==> src/rtl/upower_decode_alu.sv <==
// uPower decode + execute stage: field split, ALU op select, 64-bit ALU.
// Optional shifter (sld/srd/srad) enabled by defining UPOWER_SHIFT_EN.
module upower_decode_alu (
  input  logic        clock,
  input  logic        rst_n,
  input  logic        in_valid,
  input  logic [31:0] instruction,
  input  logic [63:0] rs_content,
  input  logic [63:0] rt_content,
  input  logic [1:0]  ALUop,
  input  logic        ALUSrc,
  output logic        out_valid,
  output logic [5:0]  po,
  output logic [4:0]  rd,
  output logic [4:0]  bo,
  output logic [4:0]  rs,
  output logic [4:0]  bi,
  output logic [4:0]  rt,
  output logic        oe,
  output logic [9:0]  xox,
  output logic [8:0]  xoxo,
  output logic        aa,
  output logic        lk,
  output logic        rc,
  output logic [15:0] si,
  output logic [13:0] bd,
  output logic [23:0] li,
  output logic [1:0]  xods,
  output logic [63:0] ds,
  output logic [3:0]  ALUInput,
  output logic [63:0] alu_result,
  output logic        flag,
  output logic        illegal
);

  localparam logic [3:0] OP_AND   = 4'b0000;
  localparam logic [3:0] OP_OR    = 4'b0001;
  localparam logic [3:0] OP_ADD   = 4'b0010;
  localparam logic [3:0] OP_XOR   = 4'b0011;
  localparam logic [3:0] OP_NAND  = 4'b0100;
  localparam logic [3:0] OP_NOR   = 4'b0101;
  localparam logic [3:0] OP_SUB   = 4'b0110;
  localparam logic [3:0] OP_EXTSW = 4'b0111;
  localparam logic [3:0] OP_SLD   = 4'b1000;
  localparam logic [3:0] OP_SRD   = 4'b1001;
  localparam logic [3:0] OP_SRAD  = 4'b1010;
  localparam logic [3:0] OP_ILL   = 4'b1111;

  logic [5:0]  c_po;
  logic [9:0]  c_xox;
  logic [8:0]  c_xoxo;
  logic [15:0] c_si;
  logic [63:0] c_ds;
  logic [63:0] a;
  logic [63:0] b;
  logic [63:0] c_res;
  logic [3:0]  c_op;
  logic        c_ill;

  assign c_po   = instruction[31:26];
  assign c_xox  = instruction[10:1];
  assign c_xoxo = instruction[9:1];
  assign c_si   = instruction[15:0];

  always_comb begin
    c_ds = {{48{c_si[15]}}, c_si};
    if (c_po == 6'd24 || c_po == 6'd26 || c_po == 6'd28)
      c_ds = {48'd0, c_si};
    else if (c_po == 6'd58 || c_po == 6'd62)
      c_ds = {{48{instruction[15]}}, instruction[15:2], 2'b00};
  end

  always_comb begin
    c_op = OP_ILL;
    case (ALUop)
      2'b00: c_op = OP_ADD;
      2'b01: c_op = OP_SUB;
      2'b11: begin
        unique case (1'b1)
          c_po == 6'd28: c_op = OP_AND;
          c_po == 6'd24: c_op = OP_OR;
          c_po == 6'd26: c_op = OP_XOR;
          default:       c_op = OP_ILL;
        endcase
      end
      2'b10: begin
        // XO-form (9-bit) opcodes win over X-form (10-bit) ones
        if (c_xoxo == 9'd266)
          c_op = OP_ADD;
        else if (c_xoxo == 9'd40)
          c_op = OP_SUB;
        else begin
          case (c_xox)
            10'd28:  c_op = OP_AND;
            10'd444: c_op = OP_OR;
            10'd316: c_op = OP_XOR;
            10'd476: c_op = OP_NAND;
            10'd124: c_op = OP_NOR;
            10'd986: c_op = OP_EXTSW;
`ifdef UPOWER_SHIFT_EN
            10'd27:  c_op = OP_SLD;
            10'd539: c_op = OP_SRD;
            10'd794: c_op = OP_SRAD;
`endif
            default: c_op = OP_ILL;
          endcase
        end
      end
      default: c_op = OP_ILL;
    endcase
  end

  assign a     = rs_content;
  assign b     = ALUSrc ? c_ds : rt_content;
  assign c_ill = (c_op == OP_ILL);

`ifdef UPOWER_SHIFT_EN
  logic signed [63:0] sa;
  logic [63:0]        sra;
  assign sa  = a;
  assign sra = sa >>> b[5:0];
`endif

  always_comb begin
    c_res = '0;
    case (c_op)
      OP_AND:   c_res = a & b;
      OP_OR:    c_res = a | b;
      OP_ADD:   c_res = a + b;
      OP_XOR:   c_res = a ^ b;
      OP_NAND:  c_res = ~(a & b);
      OP_NOR:   c_res = ~(a | b);
      OP_SUB:   c_res = b - a;
      OP_EXTSW: c_res = {{32{a[31]}}, a[31:0]};
`ifdef UPOWER_SHIFT_EN
      OP_SLD:   c_res = b[6] ? '0 : a << b[5:0];
      OP_SRD:   c_res = b[6] ? '0 : a >> b[5:0];
      OP_SRAD:  c_res = b[6] ? {64{a[63]}} : sra;
`endif
      default:  c_res = '0;
    endcase
  end

  always_ff @(posedge clock or negedge rst_n) begin
    if (!rst_n) begin
      out_valid  <= 1'b0;
      po         <= '0;
      rd         <= '0;
      bo         <= '0;
      rs         <= '0;
      bi         <= '0;
      rt         <= '0;
      oe         <= 1'b0;
      xox        <= '0;
      xoxo       <= '0;
      aa         <= 1'b0;
      lk         <= 1'b0;
      rc         <= 1'b0;
      si         <= '0;
      bd         <= '0;
      li         <= '0;
      xods       <= '0;
      ds         <= '0;
      ALUInput   <= '0;
      alu_result <= '0;
      flag       <= 1'b0;
      illegal    <= 1'b0;
    end else begin
      out_valid  <= in_valid;
      po         <= c_po;
      rd         <= instruction[25:21];
      bo         <= instruction[25:21];
      rs         <= instruction[20:16];
      bi         <= instruction[20:16];
      rt         <= instruction[15:11];
      oe         <= instruction[10];
      xox        <= c_xox;
      xoxo       <= c_xoxo;
      aa         <= instruction[1];
      lk         <= instruction[0];
      rc         <= instruction[0];
      si         <= c_si;
      bd         <= instruction[15:2];
      li         <= instruction[25:2];
      xods       <= instruction[1:0];
      ds         <= c_ds;
      ALUInput   <= c_op;
      alu_result <= c_res;
      flag       <= !c_ill && (c_res == 64'd0);
      illegal    <= c_ill;
    end
  end

endmodule

==> config.mk <==
export PLATFORM = sky130hd
export DESIGN_NAME = upower_decode_alu
export DESIGN_NICKNAME = d
export VERILOG_FILES = /design/src/rtl/upower_decode_alu.sv
export SDC_FILE = /design/constraint.sdc
export NUM_CORES = 1
export LEC_CHECK = 0
export ABC_CLOCK_PERIOD_IN_PS = 3300
export CAP_MARGIN = 20
export CORE_MARGIN = 2
export CORE_UTILIZATION = 40
export DETAILED_ROUTE_END_ITERATION = 10
export PLACE_DENSITY = 0.73
export SLEW_MARGIN = 15
export SYNTH_ARGS = -nofsm -noshare
export SYNTH_HDL_FRONTEND = slang
export SYNTH_SLANG_ARGS = --single-unit
==> constraint.sdc <==
create_clock -name clock -period 3.3 [get_ports clock]
set_input_delay 0.66 -clock clock [delete_from_list [all_inputs] [get_ports clock]]
set_output_delay 0.66 -clock clock [all_outputs]
set_load 0.03 [all_outputs]
Word-level counts from Yosys, hierarchy flattened:

Cells that the tools add are included.
W data, S select, Z words.

* logic and storage cells: 67
* input port bits: 166
* output and inout port bits: 245
* bits in registers: 234

* add/sub/neg operators: 2
* multiplexer cells: 9
* reductions and logical operators: 8
* bitwise gates (word level): 5
* equal/unequal tests: 24

Operators by type and width (number)
* $pmux W64 S8: 1
* $mux W64: 2
* $not A64 Y64: 2
* $add A64 B64 Y64: 1
* $and A64 B64 Y64: 1
* $logic_not A64 Y1: 1
* $or A64 B64 Y64: 1
* $sub A64 B64 Y64: 1
* $xor A64 B64 Y64: 1
* $eq A10 B9 Y1 const B: 3
* $pmux W4 S6: 1
* $eq A6 B5 Y1 const B: 3
* $eq A4 B3 Y1 const B: 4
* $pmux W4 S4: 1
* $eq A6 B6 Y1 const B: 2
* $pmux W4 S3: 1
* $eq A10 B10 Y1 const B: 1
* $eq A10 B5 Y1 const B: 1
* $eq A10 B7 Y1 const B: 1
* $eq A9 B6 Y1 const B: 1
* $eq A9 B9 Y1 const B: 1
* $eq A4 B2 Y1 const B: 2
* $mux W4: 2
* $eq A2 B2 Y1 const B: 2
* 9 further kinds: 11

Longest topological paths before layout:

* depth after elaboration: 10
* depth in mapped cells: 30
* mapped depth without buffers: 26

Worst setup path after synthesis:

No wires, ideal clock.

* kind: input to register
* from: input port instruction[7]
* to: register flag
* data required time: 3.204 ns
* cell stages on the path: 30
* slack: -3.849 ns
* arrival: 7.053 ns
* buffers on the path: 8
* cells stage by stage: buf_6 -> or4_1 -> a211oi_1 -> o32a_1 -> buf_4 -> inv_4 -> nor2_1 -> clkbuf_1 -> clkbuf_1 -> buf_1 -> nand2_1 -> clkbuf_1 -> clkbuf_1 -> o41ai_1 -> xnor2_1 -> ha_1 -> clkbuf_1 -> inv_1 -> o21bai_1 -> a21o_1 -> a2111oi_1 -> o41ai_2 -> a21oi_1 -> xor2_1 -> o221ai_1 -> or4_1 -> or4_1 -> nor4_1 -> nand4b_1 -> nor4_2

* cells in the longest elaborated chain, start to end: 9
* elaborated cells on any way between the ends: 34
* classes of those cells: 2 x add/sub; 16 x eq/ne; 7 x mux; 5 x bitwise; 4 x reduce/logical

Ends and longest elaborated chain
* from (decl): RTL line 7 `input logic [31:0] instruction,`
* branches (longest 6 deep; another with $sub A64 B64 Y64)
* $pmux W64 S8 *: RTL line 126 `case (c_op)`
* named net c_res[43]: RTL line 56 `logic [63:0] c_res;`
* $logic_not A64 Y1 *: RTL line 189 `flag <= !c_ill && (c_res == 64'd0);`
* $logic_and A1 B1 Y1 *: RTL line 189
* to (signal assigned): RTL line 189
* to (decl): RTL line 32 `output logic flag,`

Mark *: on every way through the listed nets, which the timed path passes.

Worst setup path in the final report:

* from: input port instruction[31]
* to: register flag

* cells in the longest elaborated chain, start to end: 10
* elaborated cells on any way between the ends: 33
* classes of those cells: 2 x add/sub; 13 x eq/ne; 6 x mux; 5 x bitwise; 7 x reduce/logical

Ends and longest elaborated chain (RTL line)
* branches (longest 7 deep; another with $sub A64 B64 Y64)
* $pmux W64 S8 *: 126
* named net c_res[19]: 56
* $logic_not A64 Y1 *: 189
* $logic_and A1 B1 Y1 *: 189

Marks and branches as above.

==> reports/metrics.cfg <==
[synth]
synthTopCellsByArea=dfrtp_1 (17%), ha_1 (16%), buf_4 (7.0%), a21oi_1 (5.4%), xnor2_1 (4.9%)
synth_ff_type=dfrtp_1
synth-edff-count=0
synth_top_area_share_pct=17.3
synth.distinct_cells=83
avgSynthCellArea_sq_um=7.52
yosys_warnings=0
ys_ff_latch=106
synth_top_area_cell=dfrtp_1
seq_area_frac_synth_pct=17.3
syn_area_sq_um=15300
synth-async-reset-ratio_pct=100
syn_nets=2396
syn-instance-count=2037

[pwr]
total_leakage_power_nw=13.2
power_mw=11.1
powerDensity_nw_per_um2=402
vdd_drop_max_v=0.000262

[detailed_routing]
vias=20700
drtIter0Drc=1846
totalWireLength_um=82800
ant_nets=0
drt_first_pass_iters=6
routed_via_density=5.78
drc=0
wl_per_cell_um=23.1

[cts]
cts_tree=built
htree_levels=3
cts-root-buf=clkbuf_16
cts_sinks=106
cts.path.max_buffers=2
path_clk_slew_ps=80
cts_buffers=9

[worst_hold_path]
hold_class=primary input to async pin

[grt]
grt_max_degree=66
grt_overflow=0
grt_pass1_vias=20500
antenna_found_initial=1
grt_usage_pct=39.6
grt_first_pass_wirelength_um=118000

[placement]
dp.cells=3448
hpwlAfterDp_um=63600
io_buffers=410
routabilityCongestion=1.05

[cells_and_area]
drive_above_1_share_pct=40.5
regArea_sq_um=2650
final_common_cell=buf_4
fill_cells=2965
final_util_pct=73.6
stdcell_count=3586
area_growth_pct=81.2
multi_input_area_sq_um=12600
mostFrequentLayoutCells=buf_4 (800), clkdlybuf4s50_1 (373), ha_1 (183)
finalNetCount=3428

[timing]
worst_pin_slew_ps=953
worst_slack_ps=-2940
period_share_pct=189
setup-violations-final=65
timing.fmax_mhz=160
report.final.slew_viol_count=0
grt_setup_unrepaired=yes
finalHoldViolCount=0
finalCriticalPeriod_ps=6240
slew-limit-headroom_pct=36.5

[status]
violations=setup timing
status=complete, but fails checks

[die]
die_w_um=200
initial_core_util_pct=40.6
core_sq_um=37700
std_cell_rows=71
dieArea_sq_um=39900
die_y_um=200
io_pins=411

[setup_path]
critical_path.top_delay_family=simple AND/OR/NAND/NOR gates
start_kind=primary input
worst_path_max_delay_cell=or4bb_4
crit_arrival_ps=6520
cp_num_buf_inv=5
end_kind=register
path_cells=buf_6, or4bb_4, nor3b_4, o32a_4, buf_12, nand2_4, nor2_4, buf_12, a31oi_4, xnor2_1, ha_1, nand4_1, or3_4, buf_6, o21a_4, xnor2_2, a221o_1, nand4b_1, or4_4, or4_4, nor4_4, buf_4, nand4b_1, nor4_2
slowest_delay_ps=590
crit_fanout=4
worstPathRequired_ps=3580
path_class=primary input to register

[job]
maxCapViolations=0

==> through the flow <==
stage	cell area (sq um)	worst slack, ps	setup TNS, ps	hold slack [ps]
global route	27700	-3040	-93440	185
finish	27700	-2940	-85670	154
floorplan	15800	-2990	-92780	364
global placement	24500	-4020	-128880	570
CTS	26500	-2760	-75130	160
detailed placement	24500	-4150	-131660	572
==> cells in the mapped netlist (11+ instances only) <==
cell type and instances:
a31oi_1 18, a21oi_1 164, buf_1 20, inv_1 151
o21a_1 11, a211oi_1 27, xor2_1 21, o211ai_1 24
buf_4 142, or3_1 11, dfrtp_1 106, nand3_1 47
o21ai_0 143, and3_1 11, mux2i_1 31, a221oi_1 23
a21o_1 69, nor2_1 135, or4_1 15, o21bai_1 11
clkbuf_1 77, nor4_1 17, ha_1 192, nor2b_1 19
o31ai_1 23, o22ai_1 14, nand4_1 49, nand2_1 163
a22oi_1 17, xnor2_1 85, nand2b_1 11, nor3_1 32
o2111ai_1 11, buf_2 19
==> routing by layer <==
layer / wire length (um) / global-route usage [%] / share of wire (%)
met1: 31200 / 46.3 / 38
met5: 0 / 0 / 0
met2: 38600 / 67.1 / 47
met3: 7130 / 6.78 / 8.6
met4: 5920 / 25.3 / 7.1
==> how the worst max path moves through the flow <==
stage	from	end	slack [ps]	depth (start not counted)
after floorplan	instruction[7]	flag$_DFF_PN0_	-2990	28
after global routing	instruction[28]	flag$_DFF_PN0_	-3040	23
after global placement	instruction[30]	flag$_DFF_PN0_	-4020	26
after detailed placement	instruction[30]	flag$_DFF_PN0_	-4150	26
after CTS	instruction[6]	flag$_DFF_PN0_	-2760	24
final	instruction[31]	flag$_DFF_PN0_	-2940	24
==> logic make-up (layout without fill, tap and decap cells) <==
group	Yosys count	in the layout	synth area share, %
other	0	1	0
adders and majority gates	193	193	15.8
AOI/OAI and AO/OA	641	641	27.4
buffers and inverters	412	1449	13.9
xor gates and xnor gates	106	106	6.06
and+or+nand+nor	545	545	17.3
muxes	34	34	2.25
DFF	106	106	17.3
==> registers in the layout (all words and copies together) (netlist names), 4 cells and up <==
signal      cells
alu_result     64
ds             17
li              9
po              6
ALUInput        4
==> area by class of cell <==
type / instances / share of cell area [%]
multi-input combinational: 1519 / 45.5
timing repair buffer: 1281 / 39.4
inverter: 152 / 2.09
clock buffer: 10 / 0.862
antenna: 1 / 0.00902
sequential: 106 / 9.56
tap: 511 / 2.31
clock inverter: 6 / 0.180
==> power breakdown <==
part / internal (mW) / switching, mW
sequential: 1.57 / 0.112
clock: 0.542 / 0.555
combinational: 3.98 / 4.37
total: 6.10 / 5.04
==> timing repair <==
item                       in CTS  in global routing
pin swaps                     141                135
buffers inserted               84                 62
setup endpoints to repair      65                 65
hold buffers                    0                  0
gates resized for setup       352                183
Note: power is estimated with default switching activity, not from simulation.
